$ cat config.mk
export PLATFORM = sky130hd
export DESIGN_NAME = pipeline_ctrl_flat
export DESIGN_NICKNAME = d
export VERILOG_FILES = /design/src/rtl/pipeline_ctrl_if.sv /design/src/rtl/pipeline_ctrl.sv /design/src/flat_wrapper.sv
export SDC_FILE = /design/constraint.sdc
export NUM_CORES = 1
export LEC_CHECK = 0
export ABC_AREA = 0
export BUFFER_PORTS_ARGS = -buffer_cell sky130_fd_sc_hd__buf_2
export CAP_MARGIN = 15
export CORE_ASPECT_RATIO = 1.1
export CORE_MARGIN = 4
export CORE_UTILIZATION = 45
export DETAILED_ROUTE_END_ITERATION = 8
export HOLD_SLACK_MARGIN = 0.12
export PLACE_DENSITY_LB_ADDON = 0.08
export REMOVE_ABC_BUFFERS = 1
export SYNTH_ARGS = -nofsm -noshare
export SYNTH_HDL_FRONTEND = slang
export SYNTH_SLANG_ARGS = --single-unit
$ cat constraint.sdc
create_clock -name CLK -period 4.4 [get_ports CLK]
set_clock_uncertainty 0.05 [all_clocks]
set_input_delay 0.66 -clock CLK [delete_from_list [all_inputs] [get_ports CLK]]
set_output_delay 0.66 -clock CLK [all_outputs]
set_load 0.05 [all_outputs]
$ cat src/rtl/pipeline_ctrl_if.sv
// Hazard/wait inputs and stage-control outputs of the OTTER pipeline sequencer.
// The slave side is the sequencer itself; the master side is the pipeline datapath.
interface pipeline_ctrl_if #(
    parameter int CNT_W = 16
);
    logic             ld_use;
    logic             br_taken;
    logic             imem_busy;
    logic             dmem_busy;
    logic             cnt_clr;

    logic             pc_write;
    logic             if_id_write;
    logic             id_ex_write;
    logic             ex_mem_write;
    logic             if_id_flush;
    logic             id_ex_flush;
    logic             mem_wb_flush;
    logic             timeout_err;
    logic [CNT_W-1:0] stall_cnt;
    logic [CNT_W-1:0] flush_cnt;

    modport master (
        output ld_use, br_taken, imem_busy, dmem_busy, cnt_clr,
        input  pc_write, if_id_write, id_ex_write, ex_mem_write,
               if_id_flush, id_ex_flush, mem_wb_flush,
               timeout_err, stall_cnt, flush_cnt
    );

    modport slave (
        input  ld_use, br_taken, imem_busy, dmem_busy, cnt_clr,
        output pc_write, if_id_write, id_ex_write, ex_mem_write,
               if_id_flush, id_ex_flush, mem_wb_flush,
               timeout_err, stall_cnt, flush_cnt
    );
endinterface

$ cat src/rtl/pipeline_ctrl.sv
// Stall/flush sequencer: fixed-priority stage control, one-bubble load-use stall,
// memory-wait watchdog and saturating stall/flush performance counters.
module pipeline_ctrl #(
    parameter int CNT_W   = 16,
    parameter int TIMEOUT = 1024
) (
    input  logic            CLK,
    input  logic            RST_N,
    pipeline_ctrl_if.slave  bus
);

    typedef enum logic {RUN, LDSTALL} state_e;

    localparam int                WAIT_W   = $clog2(TIMEOUT);
    localparam logic [WAIT_W-1:0] WAIT_MAX = WAIT_W'(TIMEOUT - 1);

    state_e            state_q, state_d;
    logic [WAIT_W-1:0] wait_cnt_q;
    logic              timeout_err_q;
    logic [CNT_W-1:0]  stall_cnt_q;
    logic [CNT_W-1:0]  flush_cnt_q;

    logic pc_write_c, if_id_write_c, id_ex_write_c, ex_mem_write_c;
    logic if_id_flush_c, id_ex_flush_c, mem_wb_flush_c;
    logic redirect_c;
    logic waiting;

    assign waiting = bus.dmem_busy | bus.imem_busy;

    // NOTE: every output gets a default before the priority chain so no path infers a latch.
    always_comb begin
        pc_write_c     = 1'b1;
        if_id_write_c  = 1'b1;
        id_ex_write_c  = 1'b1;
        ex_mem_write_c = 1'b1;
        if_id_flush_c  = 1'b0;
        id_ex_flush_c  = 1'b0;
        mem_wb_flush_c = 1'b0;
        redirect_c     = 1'b0;
        state_d        = RUN;

        if (bus.dmem_busy) begin
            // Freeze everything upstream of MEM; a pending redirect waits in EX.
            pc_write_c     = 1'b0;
            if_id_write_c  = 1'b0;
            id_ex_write_c  = 1'b0;
            ex_mem_write_c = 1'b0;
            mem_wb_flush_c = 1'b1;
            state_d        = state_q;
        end else if (bus.br_taken) begin
            if_id_flush_c = 1'b1;
            id_ex_flush_c = 1'b1;
            redirect_c    = 1'b1;
        end else if (bus.ld_use && state_q == RUN) begin
            pc_write_c    = 1'b0;
            if_id_write_c = 1'b0;
            id_ex_flush_c = 1'b1;
            state_d       = LDSTALL;
        end else if (bus.imem_busy) begin
            pc_write_c    = 1'b0;
            if_id_flush_c = 1'b1;
        end
    end

    // Reset holds every stage and fills the pipe with bubbles.
    always_comb begin
        bus.pc_write     = RST_N & pc_write_c;
        bus.if_id_write  = RST_N & if_id_write_c;
        bus.id_ex_write  = RST_N & id_ex_write_c;
        bus.ex_mem_write = RST_N & ex_mem_write_c;
        bus.if_id_flush  = ~RST_N | if_id_flush_c;
        bus.id_ex_flush  = ~RST_N | id_ex_flush_c;
        bus.mem_wb_flush = ~RST_N | mem_wb_flush_c;
    end

    // NOTE: sequential state uses non-blocking assignments so every register samples pre-edge values.
    always_ff @(posedge CLK or negedge RST_N) begin
        if (!RST_N) begin
            state_q       <= RUN;
            wait_cnt_q    <= '0;
            timeout_err_q <= 1'b0;
            stall_cnt_q   <= '0;
            flush_cnt_q   <= '0;
        end else begin
            state_q <= state_d;

            if (waiting) begin
                if (wait_cnt_q == WAIT_MAX) timeout_err_q <= 1'b1;
                else                        wait_cnt_q    <= wait_cnt_q + 1'b1;
            end else begin
                wait_cnt_q <= '0;
            end

            if (bus.cnt_clr) begin
                stall_cnt_q <= '0;
                flush_cnt_q <= '0;
            end else begin
                if (!pc_write_c && stall_cnt_q != {CNT_W{1'b1}})
                    stall_cnt_q <= stall_cnt_q + 1'b1;
                if (redirect_c && flush_cnt_q != {CNT_W{1'b1}})
                    flush_cnt_q <= flush_cnt_q + 1'b1;
            end
        end
    end

    assign bus.timeout_err = timeout_err_q;
    assign bus.stall_cnt   = stall_cnt_q;
    assign bus.flush_cnt   = flush_cnt_q;

endmodule

$ cat src/flat_wrapper.sv
// flat-port wrapper written by rule: the top's interface ports become plain ports
module pipeline_ctrl_flat 
#(
    parameter int CNT_W   = 16,
    parameter int TIMEOUT = 1024
)
  (CLK, RST_N, bus_ld_use, bus_br_taken, bus_imem_busy, bus_dmem_busy, bus_cnt_clr, bus_pc_write, bus_if_id_write, bus_id_ex_write, bus_ex_mem_write, bus_if_id_flush, bus_id_ex_flush, bus_mem_wb_flush, bus_timeout_err, bus_stall_cnt, bus_flush_cnt);
  pipeline_ctrl_if #(.CNT_W(CNT_W)) bus_i ();
  input  logic CLK;
  input  logic RST_N;
  input wire logic [$bits(bus_i.ld_use)-1:0] bus_ld_use;
  input wire logic [$bits(bus_i.br_taken)-1:0] bus_br_taken;
  input wire logic [$bits(bus_i.imem_busy)-1:0] bus_imem_busy;
  input wire logic [$bits(bus_i.dmem_busy)-1:0] bus_dmem_busy;
  input wire logic [$bits(bus_i.cnt_clr)-1:0] bus_cnt_clr;
  output wire logic [$bits(bus_i.pc_write)-1:0] bus_pc_write;
  output wire logic [$bits(bus_i.if_id_write)-1:0] bus_if_id_write;
  output wire logic [$bits(bus_i.id_ex_write)-1:0] bus_id_ex_write;
  output wire logic [$bits(bus_i.ex_mem_write)-1:0] bus_ex_mem_write;
  output wire logic [$bits(bus_i.if_id_flush)-1:0] bus_if_id_flush;
  output wire logic [$bits(bus_i.id_ex_flush)-1:0] bus_id_ex_flush;
  output wire logic [$bits(bus_i.mem_wb_flush)-1:0] bus_mem_wb_flush;
  output wire logic [$bits(bus_i.timeout_err)-1:0] bus_timeout_err;
  output wire logic [$bits(bus_i.stall_cnt)-1:0] bus_stall_cnt;
  output wire logic [$bits(bus_i.flush_cnt)-1:0] bus_flush_cnt;
  assign bus_i.ld_use = bus_ld_use;
  assign bus_i.br_taken = bus_br_taken;
  assign bus_i.imem_busy = bus_imem_busy;
  assign bus_i.dmem_busy = bus_dmem_busy;
  assign bus_i.cnt_clr = bus_cnt_clr;
  assign bus_pc_write = bus_i.pc_write;
  assign bus_if_id_write = bus_i.if_id_write;
  assign bus_id_ex_write = bus_i.id_ex_write;
  assign bus_ex_mem_write = bus_i.ex_mem_write;
  assign bus_if_id_flush = bus_i.if_id_flush;
  assign bus_id_ex_flush = bus_i.id_ex_flush;
  assign bus_mem_wb_flush = bus_i.mem_wb_flush;
  assign bus_timeout_err = bus_i.timeout_err;
  assign bus_stall_cnt = bus_i.stall_cnt;
  assign bus_flush_cnt = bus_i.flush_cnt;
  pipeline_ctrl #(.CNT_W(CNT_W), .TIMEOUT(TIMEOUT)) u_core (.CLK(CLK), .RST_N(RST_N), .bus(bus_i));
endmodule
==> impl_summary.log, run 1 <==
[metrics] status: finished clean
[metrics] ratio of final minimum period to clock period: 0.581
[metrics] synthesis-to-layout area growth: 16.0%
[metrics] clock latency at the later pin of the worst-skew pair: 0.29 ns
[metrics] max-slew violation total from the final report: 0
[metrics] half-perimeter wire length after detailed placement: 3660 um
[metrics] Setup Total Neg Slack: 0 ns
[metrics] placed instance count: between 300 and 400
[metrics] Crit path largest cell delay: 0.46 ns
[metrics] worst min-delay path category: in -> async
[metrics] commonest cells after routing, fill and taps aside: buf_2, nor2_1, dfrtp_1
[metrics] gp weighted congestion: 0.759
[metrics] DRC violation count after routing: 0
[metrics] starting density of the core: 0.471
[metrics] CP endpoint kind: primary output
[metrics] total wire length after detailed routing: 5040 um
[metrics] Routed Antenna Nets: 0
[metrics] maximum level of the CTS H-tree: 2
[metrics] global-route wire length before repair: 8800 um
[metrics] IR drop worst, VDD: 0.154 mV
[metrics] clock slew at reported path FFs: 0.08 ns
[metrics] Cell Pwr Density: roughly 290 nW/um2
[metrics] number of cells upsized or downsized after cts: 0
[metrics] post-synthesis instance total: around 250
[metrics] setup fix buffers added after clock tree synthesis: 0
[metrics] Die Footprint: 6580 um2
[metrics] total global routing overflow: 0
[metrics] post-place instance area: 2700 um2
[metrics] Vias/cell: 5.23
[metrics] final net count: 309
[metrics] proportion of layout cells with a drive suffix above 1: 0.203
[metrics] area of all placed cells without fillers: 2790 um2
[metrics] clock buffer depth: 2
[metrics] post-placement worst setup slack: 1.79 ns
[metrics] number of global-route vias before repair: ~1900
[metrics] largest net degree at the start of global routing: 34
[metrics] sequence of cells on the critical path: buf_2, buf_4, nand2b_1, buf_2
[metrics] count of TritonRoute iterations in the first routing pass: 4
[metrics] CTS tree: yes
[metrics] most common library cell in the layout ignoring fill and taps: buf_2
[metrics] Pleak: approximately 1.3 nW
[metrics] number of clock buffers inserted by TritonCTS: 5
[metrics] Iteration-0 DRC Markers: 58
[metrics] number of warning messages in the yosys log: 0
[metrics] routed wirelength normalized by instance count: 13.5 um
[metrics] required time at the endpoint of the critical path: ~3.7 ns
[metrics] Worst Hold Margin: 0.306 ns
[metrics] Critical Path Start Type: input pin
[metrics] worst-case headroom to the max-slew limit: 0.480
[metrics] critical path start-end classification: in -> out
[metrics] total of max-cap violations: 0
[metrics] worst-path cell with the longest stage delay: buf_2
[metrics] data arrival time at the worst-slack endpoint: 1.85 ns
[metrics] DIE HEIGHT: 84.7 um
[metrics] Syn Std Cell Area: 2400 um2
[metrics] number of cell rows: 27
[metrics] number of I/O pins: 47
[metrics] overall routing resource usage: 0.164
[metrics] RSZ-0062 raised after global routing: no
[metrics] count of vias placed by the detailed router: approximately 1900
[metrics] final instance count without filler cells: 372
[metrics] count of input and output buffers: 46
[metrics] transition time of the tightest slew-check pin: 0.779 ns
[metrics] Max Fanout on Critical Path: 27
[metrics] area of the placeable core: 5100 um2
[metrics] filler instances: 493
[metrics] end-of-flow core utilization: 0.547
[metrics] diodes inserted: 0
[metrics] overall power: 809 uW
[metrics] Critical Path Most Common Cell: buf_2
[metrics] final setup vio count: 0
[metrics] initial antenna violation count: 0
[metrics] min setup slack post-route: 1.84 ns
[metrics] shortest period the worst path allows: 2.56 ns
[metrics] hold-fix buffer count after cts: 0
[metrics] Yosys reg bits: 44
[metrics] average cell area after synthesis: 9.54 um2
[metrics] sequential share of the synthesized area: 0.458
[metrics] # clock sinks: 44
[metrics] floorplan die width: ~80 um
[metrics] root buffer cell: clkbuf_8
[metrics] total count of hold-check failures in the final report: 0
[metrics] distinct cell type count after synthesis: 42
[metrics] maximum achievable frequency: 391 MHz
## final cells by class
type	instances	area [um2]	area share
clock buffers	8	90.1	0.0323
inverters	3	11.3	0.00404
multi-input cells	197	1250	0.449
flip-flops and latches	44	1100	0.395
well taps	72	90.1	0.0323
repair buffers	48	245	0.0879
## where the power goes
part | leakage, nW | switching (mW) | internal [mW] | total (mW)
combinational | 0.655 | 0.0760 | 0.0325 | 0.108
clock | 0.0455 | 0.131 | 0.128 | 0.260
sequential | 0.603 | 0.0188 | 0.422 | 0.441
## worst max-delay path, delay by kind of cell
| kind | cells | cell delay, ns |
|---|---|---|
| buffers and inverters | 3 | 1.08 |
| AND/OR/NAND/NOR | 1 | 0.09 |
## cells in the mapped netlist
master,count,area share
and4_1,5,0.018
nand2_1,15,0.023
xor2_1,15,0.055
ha_1,3,0.016
nand3b_1,1,0.0031
nor4_1,3,0.0078
o21ai_0,3,0.0062
nor4b_2,1,0.0062
nor4_2,3,0.016
nand2b_1,6,0.016
nand3_2,1,0.0042
or3_1,1,0.0026
nor2_1,44,0.069
nand3_1,14,0.029
a311oi_1,1,0.0036
o211a_1,1,0.0042
xnor2_1,15,0.055
nor3b_1,1,0.0031
nand4_1,11,0.029
a21o_1,1,0.0031
inv_1,3,0.0047
buf_4,1,0.0031
a31o_1,1,0.0036
and2_1,4,0.010
o21bai_1,1,0.0031
mux2i_1,3,0.012
a211oi_1,3,0.0094
and3_1,9,0.023
o31ai_1,1,0.0031
nor4_4,1,0.0088
dfrtp_1,44,0.46
clkbuf_1,6,0.0094
nor4b_1,2,0.0073
a21oi_1,11,0.023
buf_6,1,0.0047
a31oi_1,1,0.0026
and4b_1,1,0.0042
nand4b_1,2,0.0073
nand3b_4,1,0.0083
or2_0,1,0.0026
nor2b_1,3,0.0078
nor3_1,7,0.015
## flip-flops by register name (all words and copies together), names as in the netlist
register,count
u_core.bus.flush_cnt,16
u_core.wait_cnt_q,10
u_core.state_q,1
u_core.bus.stall_cnt,16
u_core.bus.timeout_err,1
## final timing paths
check                                        from                       to  slack, ns  cells past startpoint
max                                         RST_N          bus_id_ex_flush       1.84                      4
min                                         RST_N     u_core.wait_cnt_q[8]       0.31                      1
max reg2reg                        u_core.state_q  u_core.bus.stall_cnt[1]       2.39                      5
min reg2reg                u_core.bus.timeout_err   u_core.bus.timeout_err       0.43                      1
max in group asynchronous                   RST_N     u_core.wait_cnt_q[2]       3.28                      2
min in group CLK           u_core.bus.timeout_err   u_core.bus.timeout_err       0.43                      1
## metal layers
metal | vias up | part of all wire | GRT usage
met1 | 924 | 0.48 | 0.216
li1 | 983 | - | -
met3 | 5 | 0.038 | 0.0397
met4 | 0 | 0.012 | 0.0437
met5 | - | 0 | 0
met2 | 33 | 0.47 | 0.270
## cells by family (layout without fill, tap and decap cells)
group	after synthesis	in the layout	synth area share
XOR/XNOR	30	30	0.109
AO/OA/AOI/OAI	24	24	0.0619
adder cells (fa/ha/maj)	3	3	0.0156
buffers and inverters	11	59	0.0219
AND/OR/NAND/NOR	137	137	0.321
flip-flops	44	44	0.458
multiplexers	3	3	0.0125
No activity file was read; power rests on OpenSTA's default activity.
==> run 2, diff against run 1 <==
clock period = 2.2 ns   (was 4.4 ns; I/O delays follow)
==> run 2 against run 1 <==
Flip-flop and latch count did not move. Worst setup slack got worse by 1.7 ns. Sequential power rose by 100%. Wire length rose by 1.4%. Sequential share of layout area fell by 0.39 points. Utilization rose by 0.54 points. Combinational power rose by 110%.
==> impl_summary.log, run 2 (synthesis gave the netlist of run 1 again) <==
[metrics] number of cells upsized or downsized after cts: 0
[metrics] CP endpoint kind: primary output
[metrics] required time at the endpoint of the critical path: ~1.8 ns
[metrics] total count of hold-check failures in the final report: 0
[metrics] Critical Path Most Common Cell: buf_2
[metrics] setup fix buffers added after clock tree synthesis: 0
[metrics] min setup slack post-route: 0.122 ns
[metrics] routed wirelength normalized by instance count: roughly 14 um
[metrics] most common library cell in the layout ignoring fill and taps: buf_2
[metrics] transition time of the tightest slew-check pin: 0.503 ns
[metrics] floorplan die width: 77.7 um
[metrics] count of vias placed by the detailed router: 1977
[metrics] total buffers and inverters traversed by the critical path: 4
[metrics] final setup vio count: 0
[metrics] Die Footprint: 6580 um2
[metrics] number of global-route vias before repair: 1882
[metrics] diodes inserted: 0
[metrics] DRC violation count after routing: 0
[metrics] count of TritonRoute iterations in the first routing pass: 4
[metrics] sequence of cells on the critical path: dlygate4sd3_1, buf_2, buf_4, nand2b_1, buf_2
[metrics] critical path start-end classification: in -> out
[metrics] max-slew violation total from the final report: 0
[metrics] number of I/O pins: 47
[metrics] Iteration-0 DRC Markers: 82
[metrics] Crit path largest cell delay: 0.52 ns
[metrics] overall routing resource usage: 0.161
[metrics] Max Fanout on Critical Path: 12
[metrics] clock buffer depth: 2
[metrics] Critical Path Start Type: input pin
[metrics] gp weighted congestion: 0.835
[metrics] number of clock buffers inserted by TritonCTS: 5
[metrics] half-perimeter wire length after detailed placement: 3760 um
[metrics] initial antenna violation count: 0
[metrics] root buffer cell: clkbuf_8
[metrics] global-route wire length before repair: 8670 um
[metrics] DIE HEIGHT: around 85 um
[metrics] category of cells accounting for the largest share of critical-path delay: buffers and inverters
[metrics] # clock sinks: 44
[metrics] clock slew at reported path FFs: 0.08 ns
[metrics] data arrival time at the worst-slack endpoint: 1.70 ns
[metrics] Setup Total Neg Slack: 0 ns
[metrics] worst min-delay path category: in -> reg
[metrics] Worst Hold Margin: 0.289 ns
[metrics] CTS tree: yes
[metrics] proportion of layout cells with a drive suffix above 1: 0.214
[metrics] hold-fix buffer count after cts: 1
[metrics] worst-path cell with the longest stage delay: dlygate4sd3_1
[metrics] shortest period the worst path allows: 2.08 ns
[metrics] status: finished clean
[metrics] total global routing overflow: 0
[metrics] clock latency at the later pin of the worst-skew pair: ~0.30 ns
[metrics] Vias/cell: ~5.3
[metrics] synthesis-to-layout area growth: 17.1%
[metrics] post-placement worst setup slack: 0.371 ns
[metrics] largest net degree at the start of global routing: 20
[metrics] worst-case headroom to the max-slew limit: 0.662
[metrics] Routed Antenna Nets: 0
[metrics] Pleak: 1.32 nW
[metrics] total wire length after detailed routing: 5110 um
[metrics] ratio of final minimum period to clock period: 0.945
[metrics] number of cell rows: 27
[metrics] commonest cells after routing, fill and taps aside: buf_2, nor2_1, dfrtp_1
[metrics] total of max-cap violations: 0
[metrics] maximum achievable frequency: 481 MHz
[metrics] starting density of the core: 0.471
[metrics] count of input and output buffers: 46
[metrics] area of the placeable core: between 5000 and 6000 um2
[metrics] Cell Pwr Density: 563 nW/um2
[metrics] final net count: 314
[metrics] IR drop worst, VDD: about 0.32 mV
[metrics] RSZ-0062 raised after global routing: no
[metrics] maximum level of the CTS H-tree: 2
==> run 2: cell types whose count changed in the layout (fill, tap and decap cells not counted) <==
cell / previous run / this run
clkbuf_8: 6 / 5
buf_4: 2 / 6
clkinv_2: 0 / 1
clkbuf_1: 2 / 1
dlygate4sd3_1: 0 / 1
==> run 2: worst register-to-register path, cell delays in order (launching register included) <==
cell     delay, ns
dfrtp_1       0.40
ha_1          0.21
and4_1        0.30
nand3_1       0.32
nand4_1       0.23
xor2_1        0.18
nor2_1        0.05
==> run 2: cell type report <==
cell class,instances,area (um2)
multi-input combinational,197,1250
tap,72,90.1
clock buffer,6,72.6
inverter,3,11.3
sequential,44,1100
fill,488,2280
timing repair buffer,53,285
clock inverter,1,5.00
==> run 2: metal layers <==
metal | share of wire | global-route usage | up-vias
met2 | 0.47 | 0.262 | 36
met3 | 0.035 | 0.0333 | 5
met4 | 0.011 | 0.0437 | 0
met1 | 0.48 | 0.217 | 944
li1 | - | - | 992
met5 | 0 | 0 | -
==> run 2: power by group <==
group | internal [mW] | switching (mW) | leakage (nW)
clock | 0.216 | 0.262 | 0.0410
sequential | 0.844 | 0.0367 | 0.603
combinational | 0.0722 | 0.155 | 0.678
total | 1.13 | 0.454 | 1.32
==> run 2: worst paths after layout <==
check	to	from	depth (start not counted)	slack, ns
max	bus_id_ex_flush	RST_N	5	0.12
min	u_core.state_q	bus_br_taken	2	0.29
max reg2reg	u_core.wait_cnt_q[7]	u_core.wait_cnt_q[0]	6	0.37
min reg2reg	u_core.wait_cnt_q[8]	u_core.wait_cnt_q[8]	1	0.43
max in group asynchronous	u_core.bus.flush_cnt[10]	RST_N	3	1.18
min in group asynchronous	u_core.bus.stall_cnt[10]	RST_N	2	0.37
==> run 2: stage by stage <==
stage | total power, mW | instances | area (um2) | util
6_report | 1.59 | 376 | 2820 | 0.552
5_1_grt | 1.67 | 376 | 2820 | 0.552
4_1_cts | 1.61 | 376 | 2820 | 0.552
3_5_place_dp | 1.13 | 368 | 2730 | 0.535
3_3_place_gp | 1.12 | 368 | 2730 | 0.535
2_1_floorplan | 1.04 | 244 | 2360 | -
==> run 3, diff against run 2 <==
ABC_AREA = 1   (was 0)
==> run 3 against run 2 <==
Cell count up 39%. Flip-flop and latch count stayed put. Utilization down 0.70 points. Count of clock-buffer cells in the layout decreased by 1. Synthesized area is 14% higher. Clock power is 54% higher. Non-clock buffer count fell by 1. Power grew 16%. Largest power group unchanged. Worst hold slack got worse by 0.057 ns.
==> impl_summary.log, run 3 <==
[metrics] cell types with the highest counts after synthesis: nand2_1, nor2_1, dfrtp_1
[metrics] combinational share of power: 0.124
[metrics] ratio of final minimum period to clock period: 0.938
[metrics] capture point of the worst reg-to-reg path: u_core.bus.flush_cnt[4]
[metrics] number of global-route vias before repair: approximately 2400
[metrics] clock slew at reported path FFs: 0.08 ns
[metrics] area of the multi-input gates: 1410 um2
[metrics] count of input and output buffers: 46
[metrics] maximum achievable frequency: 485 MHz
[metrics] final setup vio count: 0
[metrics] final instance count without filler cells: around 520
[metrics] critical path start-end classification: in -> out
[metrics] shortest period the worst path allows: 2.06 ns
[metrics] final net count: 454
[metrics] category of cells accounting for the largest share of critical-path delay: buffers and inverters
[metrics] storage element area: 1100 um2
[metrics] sequential share of the synthesized area: 0.402
[metrics] total wire length after detailed routing: 6500 um
[metrics] most common cell in the netlist: nand2_1
[metrics] proportion of layout cells with a drive suffix above 1: 0.182
[metrics] Cell Pwr Density: 578 nW/um2
[metrics] flip-flop cell with the highest count after synthesis: dfrtp_1
[metrics] beginning of the worst hold path: bus_dmem_busy
[metrics] internal power: 1.35 mW
[metrics] data arrival time at the worst-slack endpoint: 1.68 ns
[metrics] synthesis-to-layout area growth: 16.2%
[metrics] area of all placed cells without fillers: between 3000 and 4000 um2
[metrics] Critical Path Start Type: input pin
[metrics] overall power: 1.84 mW
[metrics] Die Footprint: approximately 7400 um2
[metrics] overall routing resource usage: 0.188
[metrics] proportion of register bits with asynchronous set or reset after synthesis: 1.00
[metrics] end of the worst hold path: u_core.state_q
[metrics] R2R depth: 10
[metrics] Vias/cell: 5.00
[metrics] root buffer cell: clkbuf_8
[metrics] number of warning messages in the yosys log: 0
[metrics] status: finished clean
[metrics] DIE HEIGHT: 89.8 um
[metrics] sequence of cells on the critical path: dlygate4sd3_1, buf_2, inv_1, nor2_1, o21ai_0, buf_2
[metrics] DRC violation count after routing: 0
[metrics] count of TritonRoute iterations in the first routing pass: 4
[metrics] largest net degree at the start of global routing: 37
[metrics] diodes inserted: 0
[metrics] CTS tree: yes
[metrics] Seq pwr share: 0.475
[metrics] total global routing overflow: 0
[metrics] setup fix buffers added after clock tree synthesis: 0
[metrics] number of I/O pins: 47
[metrics] routed wirelength normalized by instance count: 12.5 um
[metrics] Iteration-0 DRC Markers: 131
[metrics] worst-case headroom to the max-slew limit: 0.692
[metrics] count of vias placed by the detailed router: 2603
[metrics] post-place instance area: 3050 um2
[metrics] Pleak: 1.63 nW
[metrics] global-route wire length before repair: 11300 um
[metrics] number of cell rows: 29
[metrics] RSZ-0062 raised after global routing: no
[metrics] worst-path cell with the longest stage delay: dlygate4sd3_1
[metrics] post-placement worst setup slack: 0.370 ns
[metrics] area share of the leading cell type in the synthesized netlist: 0.402
[metrics] min setup slack post-route: 0.137 ns
[metrics] NetSw: 488 uW
[metrics] leading area contributor after synthesis: dfrtp_1
[metrics] number of clock buffers inserted by TritonCTS: 5
[metrics] post-synthesis instance total: 394
[metrics] Crit path largest cell delay: about 0.52 ns
[metrics] total buffers and inverters traversed by the critical path: 4
[metrics] placed instance count: slightly above 500
[metrics] # clock sinks: 44
[metrics] maximum level of the CTS H-tree: 2
[metrics] initial antenna violation count: 0
[metrics] filler instances: 582
[metrics] commonest cells after routing, fill and taps aside: nand2_1, nor2_1, buf_2
[metrics] worst r2r src: u_core.bus.flush_cnt[0]
[metrics] required time at the endpoint of the critical path: between 1.5 and 2 ns
[metrics] CP endpoint kind: primary output
[metrics] Critical Path Most Common Cell: buf_2
[metrics] cell depth of the worst hold path: 2
[metrics] floorplan die width: roughly 82 um
[metrics] synth top area cells: dfrtp_1, nand2_1, nor2_1
[metrics] Routed Antenna Nets: 0
[metrics] distinct cell type count after synthesis: 25
[metrics] starting density of the core: 0.469
[metrics] clock buffer depth: 2
[metrics] max-slew violation total from the final report: 0
[metrics] area of the placeable core: 5840 um2
[metrics] transition time of the tightest slew-check pin: 0.461 ns
[metrics] total of max-cap violations: 0
[metrics] share of total power consumed by net switching: 0.265
[metrics] most common library cell in the layout ignoring fill and taps: nand2_1
[metrics] average cell area after synthesis: 6.95 um2
[metrics] Clock Power Share: 0.401
[metrics] IR drop worst, VDD: 0.289 mV
[metrics] gp weighted congestion: 0.864
[metrics] Max Fanout on Critical Path: 11
[metrics] clock latency at the later pin of the worst-skew pair: around 0.3 ns
[metrics] worst min-delay path category: in -> reg
[metrics] Yosys reg bits: 44
[metrics] Setup Total Neg Slack: 0 ns
[metrics] EDFF count, synth: 0
[metrics] half-perimeter wire length after detailed placement: 4790 um
[metrics] R2R Setup Slk: approximately 0.35 ns
[metrics] Syn Std Cell Area: 2740 um2
[metrics] total count of hold-check failures in the final report: 0
## run 3: final cells by class
type,instances,share of cell area
inverters,45,0.0530
well taps,77,0.0303
clock buffers,5,0.0216
flip-flops and latches,44,0.346
clock inverters,2,0.0189
multi-input cells,296,0.443
repair buffers,52,0.0872
## run 3: cell families (layout without fill, tap and decap cells)
kind of cell    after synthesis  count (layout)  share of synthesized area
compound gates               29              29                     0.0653
xor+xnor                      7               7                     0.0224
fa+ha+maj                     3               3                     0.0137
buf+inv                      54             104                     0.0831
flops                        44              44                      0.402
simple gates                257             257                      0.414
## run 3: metrics by stage
step	util	hold slack, ns
after floorplan	-	-0.0156
after global placement	0.521	0.173
after detailed placement	0.521	0.173
after CTS	0.545	0.229
after global routing	0.545	0.254
final	0.545	0.232
## run 3: metal layers
metal | track usage | wire (um) | share of wire
met3 | 0.0360 | 273 | 0.042
met4 | 0.0471 | 42 | 0.0065
met5 | 0 | 0 | 0
met2 | 0.295 | 3090 | 0.47
met1 | 0.265 | 3100 | 0.48
## run 3: power groups by stage
stage	Clock, mW	Sequential [mW]	Combinational, mW
floorplan	0	0.909	0.130
global placement	0	0.891	0.227
finish	0.738	0.875	0.229
CTS	0.755	0.875	0.234
detailed placement	0	0.892	0.232
global route	0.790	0.880	0.262
## run 3: worst max path at each step
| stage | startpoint | endpoint | cells past startpoint |
|---|---|---|---|
| after floorplan | RST_N | bus_mem_wb_flush | 3 |
| after global placement | u_core.bus.flush_cnt[0] | u_core.bus.flush_cnt[2] | 10 |
| after detailed placement | u_core.bus.flush_cnt[0] | u_core.bus.flush_cnt[3] | 10 |
| after CTS | RST_N | bus_ex_mem_write | 5 |
| after global routing | RST_N | bus_id_ex_flush | 6 |
| final | RST_N | bus_id_ex_flush | 6 |
## run 3: repair_timing
item,in CTS,in global routing
endpoints found under the hold margin,8,0
hold buffers,1,0
gates resized for setup,0,0
